`src/rtl/sram_like_arbiter_pkg.sv`:
```
// Shared definitions for the SRAM-like arbiter: transfer size codes, channel roles, width helpers.
package sram_like_arbiter_pkg;

   localparam logic [1:0] SIZE_B = 2'd0;
   localparam logic [1:0] SIZE_H = 2'd1;
   localparam logic [1:0] SIZE_W = 2'd2;

   localparam int CH_INST = 0;
   localparam int CH_DATA = 1;

   localparam int DEF_N_CH  = 2;
   localparam int DEF_DEPTH = 4;

   // Channel id width; never below one bit so single-id storage stays legal.
   function automatic int id_w(input int n_ch);
      return (n_ch > 1) ? $clog2(n_ch) : 1;
   endfunction

   function automatic int cnt_w(input int depth);
      return $clog2(depth + 1);
   endfunction

endpackage

```
`src/rtl/sram_like_arbiter_id_fifo.sv`:
```
// Outstanding-request id FIFO: remembers which channel each accepted request belongs to, in issue order.
module sram_arb_id_fifo
   import sram_like_arbiter_pkg::*;
#(
   parameter int DEPTH = DEF_DEPTH,
   parameter int IDW   = 1
)
(
   input  logic           clk,
   input  logic           rst,
   input  logic           push,
   input  logic           pop,
   input  logic [IDW-1:0] din,
   output logic           full,
   output logic           empty,
   output logic [IDW-1:0] head
);

   localparam int PW = $clog2(DEPTH);
   localparam int CW = cnt_w(DEPTH);

   logic [IDW-1:0] mem [DEPTH];
   logic [PW-1:0]  rd_ptr;
   logic [PW-1:0]  wr_ptr;
   logic [CW-1:0]  count;
   logic           push_ok;
   logic           pop_ok;

   assign push_ok = push & ~full;
   assign pop_ok  = pop & ~empty;

   always_ff @(posedge clk) begin
      if (push_ok) mem[wr_ptr] <= din;
   end

   // DEPTH is a power of two, so pointers wrap naturally.
   always_ff @(posedge clk or posedge rst) begin
      if (rst) begin
         rd_ptr <= '0;
         wr_ptr <= '0;
         count  <= '0;
      end else begin
         if (push_ok) wr_ptr <= wr_ptr + 1'b1;
         if (pop_ok)  rd_ptr <= rd_ptr + 1'b1;
         if (push_ok && !pop_ok)      count <= count + 1'b1;
         else if (pop_ok && !push_ok) count <= count - 1'b1;
      end
   end

   assign full  = (count == CW'(DEPTH));
   assign empty = (count == '0);
   assign head  = mem[rd_ptr];

endmodule

```
`src/rtl/sram_like_arbiter.sv`:
```
// N-channel SRAM-like request arbiter with in-order response routing.
// Define SRAM_ARB_ROUND_ROBIN_EN for rotating priority; default is fixed priority (channel 0 highest).
//
// state | meaning
// IDLE  | grant follows the arbiter winner each cycle
// HOLD  | downstream stalled a request; grant frozen on lock_id until m_addr_ok
module sram_like_arbiter
   import sram_like_arbiter_pkg::*;
#(
   parameter int N_CH  = DEF_N_CH,
   parameter int DEPTH = DEF_DEPTH,
   parameter int AW    = 32,
   parameter int DW    = 32
)
(
   input  logic              clk,
   input  logic              rst,
   input  logic [N_CH-1:0]   s_req,
   input  logic [N_CH-1:0]   s_wr,
   input  logic [2*N_CH-1:0] s_size,
   input  logic [AW*N_CH-1:0] s_addr,
   input  logic [DW*N_CH-1:0] s_wdata,
   output logic [N_CH-1:0]   s_addr_ok,
   output logic [N_CH-1:0]   s_data_ok,
   output logic [DW-1:0]     s_rdata,
   output logic              m_req,
   output logic              m_wr,
   output logic [1:0]        m_size,
   output logic [AW-1:0]     m_addr,
   output logic [DW-1:0]     m_wdata,
   input  logic              m_addr_ok,
   input  logic              m_data_ok,
   input  logic [DW-1:0]     m_rdata,
   output logic              proto_err
);

   localparam int IDW = id_w(N_CH);

   typedef enum logic {IDLE, HOLD} lock_t;

   lock_t          state;
   logic [IDW-1:0] lock_id;
   logic [IDW-1:0] winner;
   logic [IDW-1:0] grant;
   logic [IDW-1:0] head;
   logic           full;
   logic           empty;
   logic           run;
   logic           accept;
   logic           pop;

   logic [1:0]    size_ch  [N_CH];
   logic [AW-1:0] addr_ch  [N_CH];
   logic [DW-1:0] wdata_ch [N_CH];

   for (genvar c = 0; c < N_CH; c++) begin : g_unpack
      assign size_ch[c]  = s_size[c*2 +: 2];
      assign addr_ch[c]  = s_addr[c*AW +: AW];
      assign wdata_ch[c] = s_wdata[c*DW +: DW];
   end

`ifdef SRAM_ARB_ROUND_ROBIN_EN
   logic [IDW-1:0] rr_ptr;
   logic [IDW-1:0] rr_idx;

   // Scan from rr_ptr upward; the last hit in a descending loop is the nearest one.
   always_comb begin
      winner = '0;
      rr_idx = '0;
      for (int k = N_CH - 1; k >= 0; k--) begin
         rr_idx = IDW'((int'(rr_ptr) + k) % N_CH);
         if (s_req[rr_idx]) winner = rr_idx;
      end
   end

   always_ff @(posedge clk or posedge rst) begin
      if (rst)         rr_ptr <= '0;
      else if (accept) rr_ptr <= (grant == IDW'(N_CH - 1)) ? '0 : grant + 1'b1;
   end
`else
   always_comb begin
      winner = '0;
      for (int k = N_CH - 1; k >= 0; k--) begin
         if (s_req[IDW'(k)]) winner = IDW'(k);
      end
   end
`endif

   assign run    = ~rst;
   assign grant  = (state == HOLD) ? lock_id : winner;
   assign m_req  = run & (|s_req) & ~full;
   assign accept = m_req & m_addr_ok;
   assign pop    = m_data_ok & ~empty;

   assign m_wr    = run & s_wr[grant];
   assign m_size  = run ? size_ch[grant]  : '0;
   assign m_addr  = run ? addr_ch[grant]  : '0;
   assign m_wdata = run ? wdata_ch[grant] : '0;
   assign s_rdata = m_rdata;

   always_comb begin
      s_addr_ok = '0;
      s_data_ok = '0;
      if (accept) s_addr_ok[grant] = 1'b1;
      if (pop)    s_data_ok[head]  = 1'b1;
   end

   always_ff @(posedge clk or posedge rst) begin
      if (rst) begin
         state   <= IDLE;
         lock_id <= '0;
      end else begin
         case (state)
            IDLE: if (m_req && !m_addr_ok) begin
               state   <= HOLD;
               lock_id <= grant;
            end
            HOLD: if (accept) state <= IDLE;
            default: state <= IDLE;
         endcase
      end
   end

   always_ff @(posedge clk or posedge rst) begin
      if (rst)                    proto_err <= 1'b0;
      else if (m_data_ok && empty) proto_err <= 1'b1;
   end

   sram_arb_id_fifo #(.DEPTH(DEPTH), .IDW(IDW)) u_id_fifo (
      .clk   (clk),
      .rst   (rst),
      .push  (accept),
      .pop   (pop),
      .din   (grant),
      .full  (full),
      .empty (empty),
      .head  (head)
   );

endmodule

```
`config.mk`:
```
export PLATFORM = sky130hd
export DESIGN_NAME = sram_like_arbiter
export DESIGN_NICKNAME = d
export VERILOG_FILES = /design/src/rtl/sram_like_arbiter_pkg.sv /design/src/rtl/sram_like_arbiter_id_fifo.sv /design/src/rtl/sram_like_arbiter.sv
export SDC_FILE = /design/constraint.sdc
export NUM_CORES = 1
export LEC_CHECK = 0
export CORE_AREA = 2 2 107 109
export CTS_CLUSTER_SIZE = 30
export DETAILED_ROUTE_END_ITERATION = 16
export DIE_AREA = 0 0 109 111
export GPL_TIMING_DRIVEN = 0
export PLACE_DENSITY = 0.64
export SYNTH_ARGS = -nofsm -noshare
export SYNTH_HDL_FRONTEND = slang
export SYNTH_SLANG_ARGS = --single-unit
```
`constraint.sdc`:
```
create_clock -name clk -period 3 [get_ports clk]
set_input_delay 0.6 -clock clk [delete_from_list [all_inputs] [get_ports clk]]
set_output_delay 0.6 -clock clk [all_outputs]
set_load 0.02 [all_outputs]
```
==> metrics.md, run 1 <==
| Metric | Value |
|---|---|
| Total Wirelength | 9.66 mm |
| Hold Crit Endpoint | proto_err |
| Number of top-level pins | 277 |
| Average cell area after synthesis | 6.14 um^2 |
| Num CTS Buffers | 3 |
| Data arrival time of the critical path | approximately 2.3 ns |
| Gpl congestion | between 0.8 and 0.9 |
| Mean routed wirelength per cell | between 10 and 15 um |
| Clk pwr share | 18.2% |
| Internal power | 0.927 mW |
| TritonCTS clock tree | done |
| Switching power | 0.466 mW |
| Net count of the mapped netlist | 488 |
| Actual slew at the worst max-slew pin | 0.485 ns |
| Final cell count without fillers | 703 |
| Multi-input logic area | 1190 um^2 |
| Most frequently used cell type in the post-synthesis netlist | sky130_fd_sc_hd__nand2_1 |
| Ys async rst share | between 70% and 80% |
| Sequential cell area fraction in the yosys report | slightly below 20% |
| Minimum clock period | 2.88 ns |
| Via Count | between 2000 and 3000 |
| Post-synthesis instance total | 310 |
| Layout overhead on the synthesized area | 143% |
| Net Sw Frac | 33.5% |
| Port buffer count | roughly 240 |
| Startpoint-to-endpoint class of the critical path | in2out |
| Number of nets at the end of the flow | 739 |
| Worst path slowest cell | sky130_fd_sc_hd__clkdlybuf4s50_1 |
| Antenna Cells | 0 |
| Start point of the worst min-delay path | proto_err |
| Hold depth | 1 |
| Area taken by flip-flops and latches | roughly 370 um^2 |
| Fraction of synthesized cell area taken by the top area cell type | 26.6% |
| Final hold slack | 0.471 ns |
| Worst-path maximum fanout | 3 |
| Worst reg2reg endpoint | u_id_fifo.count[2] |
| Crit path launch type | primary input |
| Ordered list of cells on the worst path | clkdlybuf4s50_1 -> nor2_1 -> nor4b_4 -> and2_2 -> clkdlybuf4s50_1 |
| Worst reg2reg startpoint | u_id_fifo.count[2] |
| Synth Flop Type | sky130_fd_sc_hd__dfrtp_1 |
| Worst voltage drop across the vdd grid | between 0.0003 and 0.0004 V |
| Post-synthesis sequential element count | 14 |
| Clock transition at the registers of the reported paths | around 0.050 ns |
| Reg power frac | about a quarter |
| Post-route total power | roughly 1.4 mW |
| DIE HEIGHT | 111 um |
| Total global routing overflow | 0 |
| Die area | 12100 um^2 |
| DRC violations left | 0 |
| Final worst clock skew | 0.00284 ns |
| WP buf/inv | 2 |
| CP max stage delay | 0.62 ns |
| Post-synth cell types | 28 |
| Setup slack of the worst register-to-register path | 0.77 ns |
| Synthesis Warnings | 0 |
| Worst reg-to-reg path cell count | 9 |
| Total leakage power | 1.90 nW |
| Iteration-0 DRC count of the detailed router | 86 |
| Core box area | 11100 um^2 |
| Number of instances in the placed design | 696 |
| Clock Latency Late Sink | roughly 0.24 ns |
| Setup crit end kind | output port |
| FILL cells | 1121 |
| Biggest area contributors in the synthesized netlist | sky130_fd_sc_hd__nand2_1 27%, sky130_fd_sc_hd__a21oi_1 18%, sky130_fd_sc_hd__dfrtp_1 13% |
| Antenna violations before repair | 0 |
| Type of the tightest min-delay check | reg2reg |
| Pwr Density | 301 nW/um^2 |
| Design Area, Final | 4630 um^2 |
| Number of setup violations in the final report | 0 |
| Fraction of final layout cells sized beyond drive strength 1 | 11.3% |
| Combined area of all synthesized cells | 1900 um^2 |
| Root Buffer | sky130_fd_sc_hd__clkbuf_16 |
| Unrepaired setup endpoints after global routing | false |
| Maximum buffer depth of the clock tree | 2 |
| Required time of the critical path | approximately 2.4 ns |
| Placement Cell Area | 4510 um^2 |
| Largest net degree at the start of global routing | 14 |
| Vias in the first global route | 2850 |
| Count of antenna-violating nets left after detailed routing | 0 |
| Combinational power share | ~58% |
| Ratio of routed vias to standard cells | between 4 and 5 |
| Global routing usage summed across all routing layers | 14.9% |
| Post-synth EDFFs | 4 |
| Final Max Tran Viols | 0 |
| Number of detailed-routing iterations run before antenna repair | 4 |
| Starting utilization of the core area | 17.2% |
| Floorplan die width | 109 um |
| Max H-tree Level | 1 |
| Top cell types by occurrence after synthesis | 135 x sky130_fd_sc_hd__nand2_1, 67 x sky130_fd_sc_hd__a21oi_1, 32 x sky130_fd_sc_hd__buf_4, 13 x sky130_fd_sc_hd__clkbuf_1, 10 x sky130_fd_sc_hd__dfrtp_1 |
| Result of the run | finished clean |
| Final period util | roughly 96% |
| Largest area contributor in the synthesized netlist | sky130_fd_sc_hd__nand2_1 |
| First-pass GRT wire length | 14.5 mm |
| Kind of cell adding the most delay to the critical path | buffers and inverters |
| Final standard cell utilization of the core | between 40% and 50% |
| Final hold violation count | 0 |
| Reported max-cap violation count | 0 |
| Estimated wirelength of the detail-placed design | 8.03 mm |
| Slew HR | 67.6% |
| Sink count of the clock tree | 14 |
| Max Clk Rate | 347 MHz |
| # rows | 39 |
| CP dominant cell by count | sky130_fd_sc_hd__clkdlybuf4s50_1 |
power groups by stage:
stage               Sequential, mW  Clock, mW  Combinational, mW
finish                       0.334      0.254              0.806
global route                 0.348      0.267              0.877
CTS                          0.334      0.263              0.816
detailed placement           0.336          0              0.807
global placement             0.330          0              0.791
floorplan                    0.330          0              0.395
worst max path at each step:
stage                  start            endpoint  slack [ns]  depth (start not counted)
detailed placement  s_req[1]        s_addr_ok[1]       -0.12                          5
finish              s_req[1]        s_addr_ok[1]        0.12                          5
global route        s_req[1]        s_addr_ok[1]       0.009                          5
floorplan                rst  u_id_fifo.count[2]        0.67                          8
CTS                 register          m_wdata[4]        0.02                          7
global placement    s_req[1]        s_addr_ok[1]       -0.09                          5
worst register-to-register path: stages (launching register included):
cell and delay, ns:
sky130_fd_sc_hd__dfrtp_1 0.40, sky130_fd_sc_hd__nor3b_4 0.17, sky130_fd_sc_hd__nor4b_4 0.28, sky130_fd_sc_hd__buf_4 0.22
sky130_fd_sc_hd__ha_1 0.19, sky130_fd_sc_hd__inv_1 0.06, sky130_fd_sc_hd__fa_1 0.37, sky130_fd_sc_hd__xor2_1 0.17
sky130_fd_sc_hd__nor2_1 0.12, sky130_fd_sc_hd__xor2_1 0.17
cell families (layout without fill, tap and decap cells):
kind of cell,Yosys count,in the layout,share of synthesized area [%]
AOI/OAI and AO/OA,70,70,18.9
xor gates and xnor gates,6,6,2.76
adders and majority gates,6,6,4.34
buffers and inverters,59,309,18.3
DFF,14,14,19.5
muxes,3,3,2.56
and+or+nand+nor,152,152,33.6
layout by cell type (no fill, tap or decap):
| cell type | count |
|---|---|
| sky130_fd_sc_hd__clkdlybuf4s50_1 | 243 |
| sky130_fd_sc_hd__buf_2 | 5 |
| sky130_fd_sc_hd__nand2_1 | 134 |
| sky130_fd_sc_hd__clkbuf_2 | 5 |
| sky130_fd_sc_hd__mux2_4 | 1 |
| sky130_fd_sc_hd__inv_1 | 4 |
| sky130_fd_sc_hd__a21o_1 | 1 |
| sky130_fd_sc_hd__nand2_2 | 1 |
| sky130_fd_sc_hd__mux2_2 | 1 |
| sky130_fd_sc_hd__clkbuf_16 | 3 |
| sky130_fd_sc_hd__nor3_1 | 2 |
| sky130_fd_sc_hd__clkbuf_1 | 9 |
| sky130_fd_sc_hd__mux4_2 | 1 |
| sky130_fd_sc_hd__a21boi_0 | 1 |
| sky130_fd_sc_hd__nor4b_4 | 1 |
| sky130_fd_sc_hd__nor3b_4 | 1 |
| sky130_fd_sc_hd__a21oi_1 | 67 |
| sky130_fd_sc_hd__fa_1 | 1 |
| sky130_fd_sc_hd__nand3b_1 | 1 |
| sky130_fd_sc_hd__nor2_1 | 4 |
| sky130_fd_sc_hd__nor2b_1 | 1 |
| sky130_fd_sc_hd__edfxtp_1 | 4 |
| sky130_fd_sc_hd__xor2_1 | 2 |
| sky130_fd_sc_hd__and2_2 | 6 |
| sky130_fd_sc_hd__ha_1 | 5 |
| sky130_fd_sc_hd__dfrtp_1 | 10 |
| sky130_fd_sc_hd__nand2b_1 | 1 |
| sky130_fd_sc_hd__o21ba_2 | 1 |
| sky130_fd_sc_hd__clkinvlp_4 | 1 |
| sky130_fd_sc_hd__xnor2_1 | 4 |
| sky130_fd_sc_hd__buf_4 | 36 |
| sky130_fd_sc_hd__buf_1 | 3 |
per-stage QoR:
stage,worst slack (ns),setup TNS (ns)
finish,0.120,0
global route,0.00942,0
CTS,0.0166,0
detailed placement,-0.116,-0.228
global placement,-0.0851,-0.166
floorplan,0.668,0
registers in the layout, indices dropped and copies added (netlist names), named ones only:
signal and cells:
u_id_fifo.mem 4, u_id_fifo.count 3, u_id_fifo.rd_ptr 2, u_id_fifo.wr_ptr 2, lock_id 1, proto_err 1
per-layer routing:
| layer | share of wire (%) | global-route usage [%] | vias up |
|---|---|---|---|
| met5 | 0 | 0 | - |
| met2 | 52 | 28.7 | 142 |
| met3 | 8.3 | 2.88 | 13 |
| met1 | 39 | 16.6 | 1310 |
| met4 | 1.3 | 3.08 | 0 |
| li1 | - | - | 1460 |
final cells by class:
| type | instances | area share [%] |
|---|---|---|
| Timing Repair Buffer | 246 | 53.0 |
| Buffer | 54 | 7.32 |
| Clock buffer | 4 | 1.70 |
| Multi-Input combinational cell | 237 | 25.6 |
| Inverter | 5 | 0.486 |
| Tap cell | 143 | 3.86 |
| Sequential cell | 14 | 8.00 |
timing repair:
item	in CTS	in global routing
resized for setup	3	8
endpoints found under the setup margin	22	49
hold buffers	0	0
pin swaps	1	0
gates cloned	0	0
buffers inserted	1	2
No activity file was read; power rests on OpenSTA's default activity.
==> run 2: changes to the inputs <==
SKIP_CTS_REPAIR_TIMING = 1   (was unset)
==> metrics.md, run 2 (same netlist as run 1, synthesis figures left out) <==
| Metric | Value |
|---|---|
| Result of the run | finished clean |
| Antenna Cells | 0 |
| TritonCTS clock tree | done |
| Ratio of routed vias to standard cells | approximately 4.2 |
| Slew HR | around two thirds |
| Commonest non-fill, non-tap cell in the layout | sky130_fd_sc_hd__clkdlybuf4s50_1 |
| Met1 GRT Util | 16.5% |
| Setup crit end kind | output port |
| DIE HEIGHT | 111 um |
| Startpoint-to-endpoint class of the critical path | in2out |
| DRC violations left | 0 |
| Port buffer count | 243 |
| Starting utilization of the core area | 17.2% |
| Total global routing overflow | 0 |
| Number of flip-flops in the largest register | 4 |
| Root Buffer | sky130_fd_sc_hd__clkbuf_16 |
| Busiest layer in global routing | met2 |
| Clock transition at the registers of the reported paths | 0.05 ns |
| Final standard cell utilization of the core | 42.0% |
| Unrepaired setup endpoints after global routing | true |
| Number of top-level pins | 277 |
| Worst-path maximum fanout | 8 |
| Final worst clock skew | 0.00278 ns |
| Reported max-cap violation count | 0 |
| Crit path launch type | primary input |
| Floorplan die width | 109 um |
| Mean routed wirelength per cell | 13.7 um |
| Pwr Density | 301 nW/um^2 |
| Register containing the most flip-flops in the final layout | u_id_fifo.mem |
| Type of the tightest min-delay check | reg2reg |
| Final period util | a little over nine tenths |
| Final hold violation count | 0 |
| Sink count of the clock tree | 14 |
| Max H-tree Level | 1 |
| Iteration-0 DRC count of the detailed router | 87 |
| Largest registers ranked by flip-flop count | u_id_fifo.mem (4), u_id_fifo.count (3) |
| Layout overhead on the synthesized area | 144% |
| Required time of the critical path | between 2 and 2.5 ns |
| Actual slew at the worst max-slew pin | 0.484 ns |
| Global routing usage summed across all routing layers | 14.9% |
| Pre-CTS setup slack | -0.116 ns |
| Most frequent cells in the layout | 239 x sky130_fd_sc_hd__clkdlybuf4s50_1, 134 x sky130_fd_sc_hd__nand2_1, 67 x sky130_fd_sc_hd__a21oi_1 |
| Largest net degree at the start of global routing | 14 |
| Number of nets at the end of the flow | roughly 740 |
| Met2 track utilization from global routing | 28.5% |
| Maximum buffer depth of the clock tree | 2 |
| Count of antenna-violating nets left after detailed routing | 0 |
| # rows | 39 |
| Antenna violations before repair | 0 |
| Fraction of final layout cells sized beyond drive strength 1 | 11.0% |
| Final Max Tran Viols | 0 |
| Max Clk Rate | around 340 MHz |
| Post-route total power | approximately 1.4 mW |
| Total leakage power | a little under 2 nW |
| Total Wirelength | 9.65 mm |
| Met3 track utilization from global routing | roughly 2.9% |
| Estimated wirelength of the detail-placed design | roughly 8 mm |
| Number of detailed-routing iterations run before antenna repair | 4 |
| Core box area | approximately 11000 um^2 |
| Vias in the first global route | ~2800 |
| Die area | 12100 um^2 |
| Minimum clock period | 2.92 ns |
| First-pass GRT wire length | 14.4 mm |
| Num CTS Buffers | 3 |
| Via Count | about 2900 |
| Placement Cell Area | ~4500 um^2 |
| Final hold slack | 0.473 ns |
| Design Area, Final | 4650 um^2 |
| Gpl congestion | just over 0.8 |
| Clock Latency Late Sink | 0.24 ns |
| Number of setup violations in the final report | 0 |
| Worst voltage drop across the vdd grid | 0.000400 V |
| Min setup slack post-route | 0.0812 ns |
| Data arrival time of the critical path | 2.32 ns |
[run 2: area by class of cell]
class | instances | area [um^2]
fillers | 1121 | 6420
repair buffers | 248 | 2480
flip-flops and latches | 14 | 370
plain buffers | 54 | 339
well taps | 143 | 179
multi-input cells | 237 | 1190
inverters | 5 | 18.8
clock buffers | 4 | 78.8
[run 2: metal layers]
layer / up-vias / part of all wire (%) / wire (um)
met1: 1316 / 38 / 3670
met3: 15 / 8.5 / 821
met2: 143 / 52 / 5010
met5: - / 0 / 0
li1: 1465 / - / -
met4: 0 / 1.5 / 146
[run 2: critical path, stage by stage]
cell and delay, ns:
sky130_fd_sc_hd__clkdlybuf4s50_1 0.45, sky130_fd_sc_hd__nor2_1 0.08, sky130_fd_sc_hd__nor4b_4 0.24, sky130_fd_sc_hd__buf_4 0.19, sky130_fd_sc_hd__and2_2 0.14, sky130_fd_sc_hd__clkdlybuf4s50_1 0.61
[run 2: stage by stage]
stage / TNS, ns / cells
after floorplan: 0 / 310
after global placement: -0.166 / 696
after detailed placement: -0.228 / 696
after CTS: -0.801 / 700
after global routing: -0.123 / 705
final: 0 / 705
[run 2: worst paths after layout]
path                                    start                          to  slack, ns  depth (start not counted)
setup / recovery                     s_req[1]                s_addr_ok[0]       0.08                          6
hold / removal                      proto_err                   proto_err       0.47                          1
setup reg to reg           u_id_fifo.count[2]          u_id_fifo.count[2]       0.79                         10
hold reg to reg                     proto_err                   proto_err       0.47                          1
max in group asynchronous                 rst  asynchronous set/reset pin       1.72                          4
min in group asynchronous                 rst         u_id_fifo.wr_ptr[0]       0.99                          4
[run 2: power breakdown]
part	internal, mW	total [mW]	switching, mW
registers	0.263	0.334	0.0707
logic	0.491	0.814	0.323
clock network	0.179	0.253	0.0736
total	0.934	1.40	0.468
==> run 3: changes to the inputs <==
CTS_BUF_LIST = sky130_fd_sc_hd__clkbuf_8   (was unset)
CTS_CLUSTER_SIZE = unset   (was 30)
==> metrics.md, run 3 (same netlist as run 1, synthesis figures left out) <==
| Metric | Value |
|---|---|
| Switching power | ~0.46 mW |
| Via Count | 2918 |
| Max Clk Rate | 341 MHz |
| Maximum buffer depth of the clock tree | 2 |
| Antenna Cells | 0 |
| Data arrival time of the critical path | 2.33 ns |
| Final period util | 97.8% |
| Pwr Density | 282 nW/um^2 |
| Final Max Tran Viols | 0 |
| Startpoint-to-endpoint class of the critical path | in2out |
| Worst reg2reg startpoint | u_id_fifo.count[2] |
| Ratio of routed vias to standard cells | between 4 and 5 |
| Antenna violations before repair | 0 |
| Worst voltage drop across the vdd grid | 0.000462 V |
| Pre-CTS setup slack | -0.116 ns |
| Num CTS Buffers | 3 |
| CP max stage delay | 0.61 ns |
| Crit path launch type | primary input |
| Total Wirelength | 9.62 mm |
| Count of antenna-violating nets left after detailed routing | 0 |
| Layout overhead on the synthesized area | 142% |
| Register containing the most flip-flops in the final layout | u_id_fifo.mem |
| Sum of negative setup slack | 0 ns |
| Start point of the worst min-delay path | proto_err |
| Largest net degree at the start of global routing | 14 |
| Sink count of the clock tree | 14 |
| CP dominant cell by count | sky130_fd_sc_hd__clkdlybuf4s50_1 |
| Slew HR | between 60% and 70% |
| Worst reg2reg endpoint | u_id_fifo.count[2] |
| Clock Latency Late Sink | ~0.24 ns |
| First-pass GRT wire length | roughly 14 mm |
| Actual slew at the worst max-slew pin | approximately 0.48 ns |
| Unrepaired setup endpoints after global routing | true |
| Die area | around 12000 um^2 |
| Commonest non-fill, non-tap cell in the layout | sky130_fd_sc_hd__clkdlybuf4s50_1 |
| Setup slack of the worst register-to-register path | 0.78 ns |
| Final cell count without fillers | 704 |
| Mean routed wirelength per cell | approximately 14 um |
| Total leakage power | 1.95 nW |
| Port buffer count | between 200 and 250 |
| Number of instances in the placed design | 696 |
| Total global routing overflow | 0 |
| Clk pwr share | a little under an eighth |
| Starting utilization of the core area | 17.2% |
| # rows | 39 |
| Hold Crit Endpoint | proto_err |
| Minimum clock period | 2.93 ns |
| Setup crit end kind | output port |
| Iteration-0 DRC count of the detailed router | between 80 and 90 |
| Worst path slowest cell | sky130_fd_sc_hd__clkdlybuf4s50_1 |
| Global routing usage summed across all routing layers | 14.6% |
| Internal power | around 0.84 mW |
| Reg power frac | 25.6% |
| Max H-tree Level | 1 |
| Hold depth | 1 |
| Number of nets at the end of the flow | 740 |
| Result of the run | finished clean |
| Worst reg-to-reg path cell count | 10 |
| Combinational power share | 62.7% |
| Root Buffer | sky130_fd_sc_hd__clkbuf_8 |
| Core box area | 11100 um^2 |
| Worst-path maximum fanout | 10 |
| Ordered list of cells on the worst path | clkdlybuf4s50_1 -> nor2_1 -> nor4b_4 -> buf_4 -> and2_2 -> clkdlybuf4s50_1 |
| Floorplan die width | roughly 110 um |
| Final standard cell utilization of the core | 41.6% |
| Min setup slack post-route | 0.0674 ns |
| Required time of the critical path | 2.40 ns |
| Final hold violation count | 0 |
| Vias in the first global route | 2821 |
| Estimated wirelength of the detail-placed design | ~8.0 mm |
| Gpl congestion | 0.809 |
| Clock transition at the registers of the reported paths | 0.06 ns |
| Number of setup violations in the final report | 0 |
| DIE HEIGHT | 111 um |
| Number of flip-flops in the largest register | 4 |
| Fraction of final layout cells sized beyond drive strength 1 | a little over a tenth |
| TritonCTS clock tree | done |
| Reported max-cap violation count | 0 |
| Largest registers ranked by flip-flop count | u_id_fifo.mem (4), u_id_fifo.count (3) |
| Type of the tightest min-delay check | reg2reg |
| Number of detailed-routing iterations run before antenna repair | 4 |
| Final worst clock skew | 0.00250 ns |
| DRC violations left | 0 |
| Net Sw Frac | between 30% and 40% |
| Most frequent cells in the layout | 239 x sky130_fd_sc_hd__clkdlybuf4s50_1, 134 x sky130_fd_sc_hd__nand2_1, 67 x sky130_fd_sc_hd__a21oi_1 |
| Number of top-level pins | between 200 and 300 |
-- run 3: cell types whose count changed in the layout (fill, tap and decap cells not counted) --
| cell | before | now |
|---|---|---|
| sky130_fd_sc_hd__buf_4 | 37 | 36 |
| sky130_fd_sc_hd__clkbuf_1 | 11 | 10 |
| sky130_fd_sc_hd__clkbuf_16 | 3 | 0 |
| sky130_fd_sc_hd__clkbuf_8 | 0 | 3 |
| sky130_fd_sc_hd__inv_1 | 4 | 5 |
-- run 3: worst max-delay path by stage --
stage / depth (start not counted) / to / from
after floorplan: 8 / u_id_fifo.count[2] / rst
after global routing: 6 / m_wdata[31] / register
after detailed placement: 5 / s_addr_ok[1] / s_req[1]
after global placement: 5 / s_addr_ok[1] / s_req[1]
after CTS: 5 / s_addr_ok[1] / s_req[1]
final: 6 / s_addr_ok[0] / s_req[1]
-- run 3: layout make-up --
type / count / area, um^2
multi-input cells: 237 / 1190
plain buffers: 54 / 339
clock buffers: 3 / 41.3
clock inverters: 1 / 3.75
flip-flops and latches: 14 / 370
inverters: 5 / 18.8
well taps: 143 / 179
repair buffers: 247 / 2470
fillers: 1127 / 6470
-- run 3: power by group through the flow --
stage               sequential, mW  clock, mW  combinational, mW
global placement             0.330          0              0.791
finish                       0.333      0.153              0.816
CTS                          0.333      0.159              0.819
detailed placement           0.336          0              0.807
floorplan                    0.330          0              0.395
global route                 0.346      0.165              0.883
-- run 3: per-layer routing --
layer,track usage (%),vias to the layer above,share of wire [%]
li1,-,1464,-
met1,16.5,1307,38
met2,28.3,139,53
met3,2.70,8,8.7
met4,2.05,0,0.87
met5,0,-,0
-- run 3: stage by stage --
stage / cell area, um^2 / power, mW / hold WS [ns]
detailed placement: 4510 / 1.14 / 0.456
CTS: 4560 / 1.31 / 0.480
global placement: 4510 / 1.12 / 0.445
global route: 4610 / 1.39 / 0.492
finish: 4610 / 1.30 / 0.469
floorplan: 1900 / 0.725 / 0.453
-- run 3: critical path, delay by kind of cell --
family,cells,cell delay [ns]
simple gates,3,0.47
buf+inv,3,1.25
